## config.mk

```make
export PLATFORM = sky130hd
export DESIGN_NAME = regbank_alu_seq
export DESIGN_NICKNAME = d
export VERILOG_FILES = /design/src/rtl/regbank_alu_seq.sv
export SDC_FILE = /design/constraint.sdc
export NUM_CORES = 1
export LEC_CHECK = 0
export ABC_CLOCK_PERIOD_IN_PS = 3800
export CORE_MARGIN = 5
export CORE_UTILIZATION = 50
export DETAILED_ROUTE_END_ITERATION = 8
export HOLD_SLACK_MARGIN = 0.02
export PLACE_DENSITY = 0.78
export SYNTH_ARGS = -nofsm -noshare
export SYNTH_HDL_FRONTEND = slang
export SYNTH_SLANG_ARGS = --single-unit
```

## constraint.sdc

```tcl
create_clock -name clk -period 3.8 [get_ports clk]
set_input_delay 0.76 -clock clk [delete_from_list [all_inputs] [get_ports clk]]
set_output_delay 0.76 -clock clk [all_outputs]
set_load 0.005 [all_outputs]
```

## src/rtl/regbank_alu_seq.sv

```systemverilog
// Multi-cycle ALU sequencer in front of a 4x32 register bank.
// Each accepted instruction runs through READ -> EXEC -> WB, one instruction every 4 cycles.
module regbank_alu_seq #(
    parameter int DATA_W = 32,
    parameter int ADDR_W = 2
) (
    input  logic              clk,
    input  logic              rst,
    input  logic              instr_valid,
    output logic              instr_ready,
    input  logic [2:0]        op,
    input  logic [ADDR_W-1:0] src_a,
    input  logic [ADDR_W-1:0] src_b,
    input  logic [ADDR_W-1:0] dst,
    output logic [ADDR_W-1:0] rb_sr1,
    output logic [ADDR_W-1:0] rb_sr2,
    input  logic [DATA_W-1:0] rb_rdData1,
    input  logic [DATA_W-1:0] rb_rdData2,
    output logic              rb_write,
    output logic [ADDR_W-1:0] rb_dr,
    output logic [DATA_W-1:0] rb_wrData,
    output logic              done,
    output logic [DATA_W-1:0] result,
    output logic              flag_z,
    output logic              flag_c
);

    typedef enum logic [1:0] {
        S_IDLE = 2'd0,
        S_READ = 2'd1,
        S_EXEC = 2'd2,
        S_WB   = 2'd3
    } state_t;

    state_t state, state_nxt;

    logic [2:0]        op_p0;
    logic [ADDR_W-1:0] dst_p0;
    logic [DATA_W-1:0] opa_p1;
    logic [DATA_W-1:0] opb_p1;
    logic [DATA_W:0]   res_p2;
    logic              accept;

    // Bit DATA_W carries ADD carry-out or SUB borrow; it is zero for every other op.
    function automatic logic [DATA_W:0] alu_exec(input logic [2:0] f,
                                                 input logic [DATA_W-1:0] a,
                                                 input logic [DATA_W-1:0] b);
        logic [DATA_W:0] r;
        case (f)
            3'b000:  r = {1'b0, a} + {1'b0, b};
            3'b001:  r = {1'b0, a} - {1'b0, b};
            3'b010:  r = {1'b0, a & b};
            3'b011:  r = {1'b0, a | b};
            3'b100:  r = {1'b0, a ^ b};
            3'b101:  r = {1'b0, a};
            3'b110:  r = {1'b0, ~a};
            default: r = {1'b0, b};
        endcase
        return r;
    endfunction

    assign accept = instr_valid && instr_ready;

    always_comb begin
        state_nxt   = state;
        instr_ready = 1'b0;
        case (state)
            S_IDLE: begin
                instr_ready = 1'b1;
                if (instr_valid) state_nxt = S_READ;
            end
            S_READ:  state_nxt = S_EXEC;
            S_EXEC:  state_nxt = S_WB;
            default: state_nxt = S_IDLE;
        endcase
    end

    // A reset arriving during WB suppresses the write so an aborted instruction never commits.
    assign rb_write  = (state == S_WB) && !rst;
    assign done      = rb_write;
    assign rb_wrData = res_p2[DATA_W-1:0];

    always_ff @(posedge clk) begin
        if (rst) begin
            state  <= S_IDLE;
            rb_sr1 <= '0;
            rb_sr2 <= '0;
            rb_dr  <= '0;
            res_p2 <= '0;
            result <= '0;
            flag_z <= 1'b0;
            flag_c <= 1'b0;
        end else begin
            state <= state_nxt;
            // stage 0: accept, read addresses stay on the bank until the next accept
            if (accept) begin
                rb_sr1 <= src_a;
                rb_sr2 <= src_b;
            end
            // stage 2: execute into the write-back register
            if (state == S_EXEC) begin
                res_p2 <= alu_exec(op_p0, opa_p1, opb_p1);
                rb_dr  <= dst_p0;
            end
            // stage 3: write-back, architectural result and flags
            if (state == S_WB) begin
                result <= res_p2[DATA_W-1:0];
                flag_z <= (res_p2[DATA_W-1:0] == '0);
                flag_c <= res_p2[DATA_W];
            end
        end
    end

    always_ff @(posedge clk) begin
        if (accept) begin
            op_p0  <= op;
            dst_p0 <= dst;
        end
        // stage 1: operand capture, so dst may alias either source
        if (state == S_READ) begin
            opa_p1 <= rb_rdData1;
            opb_p1 <= rb_rdData2;
        end
    end

endmodule

```

==> impl_metrics.yaml, run 1 <==
finish:
  final_util_pct: 69.4
  multi_input_area_um2: 6040
  instances_no_fill: 1622
  fill_cells: 1508
  synthToLayoutAreaGrowth_pct: 36.3
  nets: 1522
  ff_latch_area_um2: 3570
  antenna_cells: 0
  drive_above_1_share_pct: 20.9
floorplan:
  io_pins: 151
  die-area_um2: 22800
  die_w_um: 151
  die_h_um: 151
  start_util_pct: 50.9
  core.rowCount: 51
  core_um2: 19500
power:
  p_leak_nw: 5.41
  finalPower_mw: 10.2
  ir_drop_v: 0.000434
  power_density_nw_per_um2: 753
detailed_routing:
  top_layer_used: "met4"
  vias: 9652
  m1WireLength_um: 13600
  wl_met3_um: 3480
  wl_met2_um: 14900
  wl_per_cell_um: 20.2
  remaining_drc_errors: 0
  routed_wl_um: 32700
  drt_iter0_drc: 1127
  vias_per_cell: 5.95
  antenna_left: 0
  first_pass_iters: 6
placed_design:
  dp.final_hpwl_um: 23500
  numPortBuffers: 150
  globalplace.congestion: 0.980
  dp_slack_ns: -0.559
  dp_cells: 1564
grt:
  grt_max_degree: 54
  grt_antenna_before_repair: 0
  grt_usage_pct: 27.8
  grt_pass1_wl_um: 49100
  grt_pass1_vias: 9105
  overflow: 0
worst_setup_path:
  crit_path_end: "res_p2[21]$_SDFFE_PP0P_"
  cp_num_buf_inv: 3
  cp_slowest_cell: "or4_4"
  crit_chain: "or4_4, or3_4, nor4_4, and2_4, buf_4, buf_6, a31oi_4, xnor2_1, ha_1, a21oi_1, o21ai_2, a31oi_2, buf_4, nor3_1, or3_4, a21oi_2, xnor2_1, a21oi_1, a2111oi_2"
  cp.depth: 19
  cp-start-kind: "flip-flop"
  required_ns: 4.13
  r2r_end: "res_p2[21]$_SDFFE_PP0P_"
  worstPathArrival_ns: 4.60
  crit_type: "flip-flop to flip-flop"
  r2r_slack_ns: -0.47
  r2r_cells: 19
  reg2reg_from: "opb_p1[5]$_DFFE_PP_"
  timing.critical_path.slowest_cell_delay_ns: 0.55
  crit_path_end_kind: "flip-flop"
  critPathTopFamily: "simple AND/OR/NAND/NOR gates"
  worstSetupStartpoint: "opb_p1[5]$_DFFE_PP_"
  critPathMaxFanout: 2
yosys:
  synth.avg_cell_area_um2: 8.92
  ys.flop_type: "dfxtp_1"
  ys_seq_area_share_pct: 35.9
  synth_edf_count: 69
  yosysWarnings: 0
  synth_fp_nets: 1292
  synth_area_um2: 9940
  synth.distinct_cells: 69
  yosys_register_bits: 144
  synthCells: 1114
  synthArstFlopShare_pct: 0
sta:
  fin_setup_tns_ns: -6.60
  rsz0062_at_grt: "yes"
  min_period_ns: 4.27
  finalClockSkew_ns: 0.0140
  fin_ws_ns: -0.468
  worst_slew_pin_slew_ns: 1.13
  fmax_mhz: 234
  hold_viol: 0
  slew_viol_final: 0
  post-route-period-util_pct: 112
  max-slew-margin-rel_pct: 24.2
  setup_viol: 21
clocking:
  cts_buffers: 17
  clk_path_buf_depth: 2
  clkSinkCount: 144
  clk_pin_slew_ns: 0.07
  htreeDepth: 4
  cts_hold_buf: 0
  clk_latency_ns: 0.43
  cts-root-buf: "clkbuf_16"
  cts_tree: "built"
run:
  max_cap_viol_count: 0
hold_path:
  min_path_type: "flip-flop to flip-flop"
status:
  outcome: "complete, but fails checks"
  violations: "setup timing"
==> power by group <==
group | leakage [nW] | switching (mW) | total, mW | internal [mW]
clock network | 0.290 | 0.688 | 1.67 | 0.985
registers | 1.25 | 0.427 | 2.49 | 2.06
logic | 3.86 | 3.21 | 6.05 | 2.83
total | 5.41 | 4.33 | 10.2 | 5.88
==> cell type report <==
cell class / instances / area share (%)
Multi-Input combinational cell: 790 / 44.6
Clock buffer: 22 / 3.59
Inverter: 83 / 2.30
Tap cell: 265 / 2.45
Sequential cell: 144 / 26.4
Timing Repair Buffer: 308 / 20.0
Clock inverter: 10 / 0.692
==> layout by cell type, fill, tap and decap left out, types with 20 or more instances in the layout <==
cell type,count
clkdlybuf4s50_1,149
inv_1,81
dfxtp_1,75
a21oi_2,20
edfxtp_1,69
nor2_1,100
o21ai_0,40
o211ai_1,20
ha_1,95
xnor2_1,46
a21oi_1,50
o22ai_1,32
nand2b_1,24
nand2_1,60
mux2i_1,45
buf_4,150
==> registers in the layout (all words and copies together), names as in the netlist <==
signal / cells
dst_p0: 2
flag_c: 1
flag_z: 1
op_p0: 3
opa_p1: 32
opb_p1: 32
rb_dr: 2
rb_sr1: 2
rb_sr2: 2
res_p2: 33
result: 32
state: 2
==> worst reg2reg max path: stages, from the launching register on <==
cell and delay, ns:
edfxtp_1 0.38, or4_4 0.55, or3_4 0.37, nor4_4 0.19, and2_4 0.21, buf_4 0.11
buf_6 0.10, a31oi_4 0.08, xnor2_1 0.14, ha_1 0.22, a21oi_1 0.19, o21ai_2 0.08
a31oi_2 0.23, buf_4 0.15, nor3_1 0.04, or3_4 0.40, a21oi_2 0.17, xnor2_1 0.13
a21oi_1 0.09, a2111oi_2 0.34
==> cells in the mapped netlist, types with 4 or more instances <==
cell / instances / area (um^2)
o41ai_1: 4 / 35.0
o221ai_1: 9 / 78.8
a211oi_1: 5 / 37.5
o32ai_1: 5 / 43.8
o21ai_0: 60 / 300
a21oi_1: 75 / 375
a31oi_1: 18 / 113
a22oi_1: 15 / 113
a221o_1: 5 / 50.1
nor2b_1: 7 / 43.8
nor3_1: 14 / 70.1
or3_1: 8 / 50.1
and3_1: 5 / 31.3
o22ai_1: 32 / 200
xor2_1: 4 / 35.0
edfxtp_1: 69 / 2070
dfxtp_1: 75 / 1500
ha_1: 101 / 1260
a21o_1: 14 / 105
a221oi_1: 4 / 35.0
buf_4: 33 / 248
xnor2_1: 49 / 429
inv_1: 82 / 308
mux2i_1: 45 / 450
nor2_1: 105 / 394
nand3_1: 16 / 80.1
o211ai_1: 20 / 150
nand4_1: 8 / 50.1
a222oi_1: 9 / 90.1
buf_1: 8 / 30.0
nor4_1: 9 / 56.3
clkbuf_1: 55 / 206
o21bai_1: 5 / 37.5
nand2_1: 66 / 248
nand2b_1: 25 / 156
==> cell families (layout without fill, tap and decap cells) <==
| kind of cell | Yosys count | in the layout | share of synthesized area, % |
|---|---|---|---|
| simple gates | 284 | 284 | 13.8 |
| xor+xnor | 53 | 53 | 4.67 |
| buf+inv | 180 | 423 | 8.05 |
| mux | 45 | 45 | 4.53 |
| flops | 144 | 144 | 35.9 |
| compound gates | 306 | 306 | 20.1 |
| fa+ha+maj | 102 | 102 | 12.9 |
==> worst min-delay path by stage <==
stage	start	to	slack, ns	depth (start not counted)
after floorplan	res_p2[32]$_SDFFE_PP0P_	res_p2[32]$_SDFFE_PP0P_	0.45	2
after global placement	rb_sr2[1]$_SDFFE_PP0P_	rb_sr2[1]$_SDFFE_PP0P_	0.44	2
final	rb_sr1[1]$_SDFFE_PP0P_	rb_sr1[1]$_SDFFE_PP0P_	0.47	2
after detailed placement	rb_sr1[0]$_SDFFE_PP0P_	rb_sr1[0]$_SDFFE_PP0P_	0.46	2
after CTS	rb_sr1[0]$_SDFFE_PP0P_	rb_sr1[0]$_SDFFE_PP0P_	0.47	2
after global routing	rb_sr1[1]$_SDFFE_PP0P_	rb_sr1[1]$_SDFFE_PP0P_	0.49	2
==> per-stage QoR <==
| step | hold slack (ns) | cell area, um^2 |
|---|---|---|
| 2_1_floorplan | 0.453 | 10000 |
| 3_3_place_gp | 0.442 | 12300 |
| 3_5_place_dp | 0.462 | 12300 |
| 4_1_cts | 0.470 | 13300 |
| 5_1_grt | 0.492 | 13600 |
| 6_report | 0.466 | 13600 |
==> repair_timing <==
item	CTS	global route
resized for setup	72	38
pin swaps	46	44
buffers inserted	18	12
endpoints found under the setup margin	22	24
==> per-layer routing <==
layer | track usage [%] | up-vias
met2 | 44.8 | 524
li1 | - | 4470
met5 | 0 | -
met3 | 5.15 | 53
met1 | 38.3 | 4605
met4 | 8.16 | 0
(Power assumes the default switching activity.)
==> run 2: changes to the inputs <==
- ABC_CLOCK_PERIOD_IN_PS: 3800 -> 3600
- clock period: 3.8 -> 3.6 ns (I/O delays scaled with it)
==> impl_metrics.yaml, run 2 (synthesis gave the netlist of run 1 again) <==
status:
  outcome: "complete, but fails checks"
  violations: "setup timing"
placed_design:
  dp_slack_ns: -0.720
  dp.final_hpwl_um: 23600
  numPortBuffers: 150
  dp_cells: 1584
  globalplace.congestion: 0.973
worst_setup_path:
  crit_type: "flip-flop to flip-flop"
  cp_num_buf_inv: 3
  timing.critical_path.slowest_cell_delay_ns: 0.53
  cp-start-kind: "flip-flop"
  cp_slowest_cell: "or4_4"
  critPathTopFamily: "compound AO/OA/AOI/OAI gates"
  required_ns: 3.92
  crit_path_end_kind: "flip-flop"
  worstPathArrival_ns: 4.71
  crit_chain: "or4_4, or3_4, buf_4, buf_6, o41ai_4, xnor2_1, ha_1, and4_1, o21ai_1, a31oi_1, buf_4, a21oi_4, o21ai_4, a41oi_2, xnor2_1, a21oi_2, a2111oi_2"
  critPathMaxFanout: 5
detailed_routing:
  routed_wl_um: 33800
  vias: 9828
  vias_per_cell: 5.97
  wl_per_cell_um: 20.6
  first_pass_iters: 5
  top_layer_used: "met4"
  m1WireLength_um: 14100
  remaining_drc_errors: 0
  wl_met3_um: 3700
  antenna_left: 0
  wl_met2_um: 15200
  drt_iter0_drc: 1077
floorplan:
  die-area_um2: 22800
  die_w_um: 151
  core.rowCount: 51
  start_util_pct: 50.9
  core_um2: 19500
  die_h_um: 151
  io_pins: 151
finish:
  largest_reg_flops: 33
  mostFrequentLayoutCells: "162 x buf_4, 149 x clkdlybuf4s50_1, 100 x nor2_1, 95 x ha_1, 81 x inv_1"
  final_util_pct: 71.1
  nets: 1546
  instances_no_fill: 1646
  final_common_cell: "buf_4"
  antenna_cells: 0
  drive_above_1_share_pct: 23.2
  largest-register: "res_p2"
  synthToLayoutAreaGrowth_pct: 39.7
sta:
  finalClockSkew_ns: 0.00897
  post-route-period-util_pct: 122
  fin_ws_ns: -0.796
  setup_viol: 23
  fmax_mhz: 227
  hold_viol: 0
  min_period_ns: 4.40
  max-slew-margin-rel_pct: 17.4
  fin_setup_tns_ns: -12.94
  slew_viol_final: 0
  worst_slew_pin_slew_ns: 1.23
  rsz0062_at_grt: "yes"
clocking:
  cts_hold_buf: 0
  clk_path_buf_depth: 2
  clk_pin_slew_ns: 0.06
  clkSinkCount: 144
  cts_buffers: 17
  cts_tree: "built"
  clk_latency_ns: 0.43
  htreeDepth: 4
  cts-root-buf: "clkbuf_16"
hold_path:
  min_path_type: "flip-flop to flip-flop"
power:
  ir_drop_v: 0.000441
  power_density_nw_per_um2: 801
  p_leak_nw: 5.56
  finalPower_mw: 11.1
grt:
  grt_pass1_wl_um: 50200
  grt_usage_pct: 28.3
  grt_antenna_before_repair: 0
  overflow: 0
  grt_max_degree: 65
  grt_pass1_vias: 9217
run:
  max_cap_viol_count: 0
[run 2: cell types whose count changed in the layout (fill, tap and decap cells not counted), sizes merged]
cell    before  now
inv         88   87
clkbuf      22   19
buf        159  183
clkinv       4    8
[run 2: repair_timing]
action | in CTS | in global routing
setup endpoints to repair | 23 | 24
gates resized for setup | 76 | 61
buffers inserted | 23 | 11
gates cloned | 0 | 0
pin swaps | 70 | 54
[run 2: per-layer routing]
metal	global-route usage (%)	up-vias
li1	-	4518
met1	39.6	4653
met2	43.4	579
met3	6.64	78
met4	8.98	0
met5	0	-
[run 2: worst reg2reg max path, stage by stage, from the launching register on]
cell and delay, ns:
edfxtp_1 0.40, or4_4 0.53, or3_4 0.37, buf_4 0.15, buf_6 0.12, o41ai_4 0.22
xnor2_1 0.15, ha_1 0.41, and4_1 0.24, o21ai_1 0.07, a31oi_1 0.24, buf_4 0.19
a21oi_4 0.07, o21ai_4 0.27, a41oi_2 0.19, xnor2_1 0.20, a21oi_2 0.11, a2111oi_2 0.36
[run 2: through the flow]
step	hold slack, ns	cell area, um^2
2_1_floorplan	0.453	10000
6_report	0.461	13900
4_1_cts	0.465	13500
3_5_place_dp	0.455	12500
5_1_grt	0.485	13900
3_3_place_gp	0.443	12500
[run 2: final timing paths]
| kind | startpoint | end | slack (ns) | depth (start not counted) |
|---|---|---|---|---|
| hold reg to reg | rb_sr2[1]$_SDFFE_PP0P_ | rb_sr2[1]$_SDFFE_PP0P_ | 0.46 | 2 |
| setup / recovery | opb_p1[3]$_DFFE_PP_ | res_p2[26]$_SDFFE_PP0P_ | -0.80 | 17 |
| setup reg to reg | opb_p1[3]$_DFFE_PP_ | res_p2[26]$_SDFFE_PP0P_ | -0.80 | 17 |
| hold / removal | rb_sr2[1]$_SDFFE_PP0P_ | rb_sr2[1]$_SDFFE_PP0P_ | 0.46 | 2 |
[run 2: area by class of cell]
class | count | area, um^2
sequential | 144 | 3570
tap | 265 | 332
clock buffer | 19 | 433
inverter | 83 | 312
multi-input combinational | 790 | 6180
clock inverter | 13 | 114
fill | 1459 | 5640
timing repair buffer | 332 | 2940
[run 2: power by group]
group | switching, mW | internal [mW] | total [mW]
Sequential | 0.430 | 2.18 | 2.61
Combinational | 3.61 | 3.20 | 6.81
Clock | 0.747 | 0.954 | 1.70
Total | 4.79 | 6.33 | 11.1
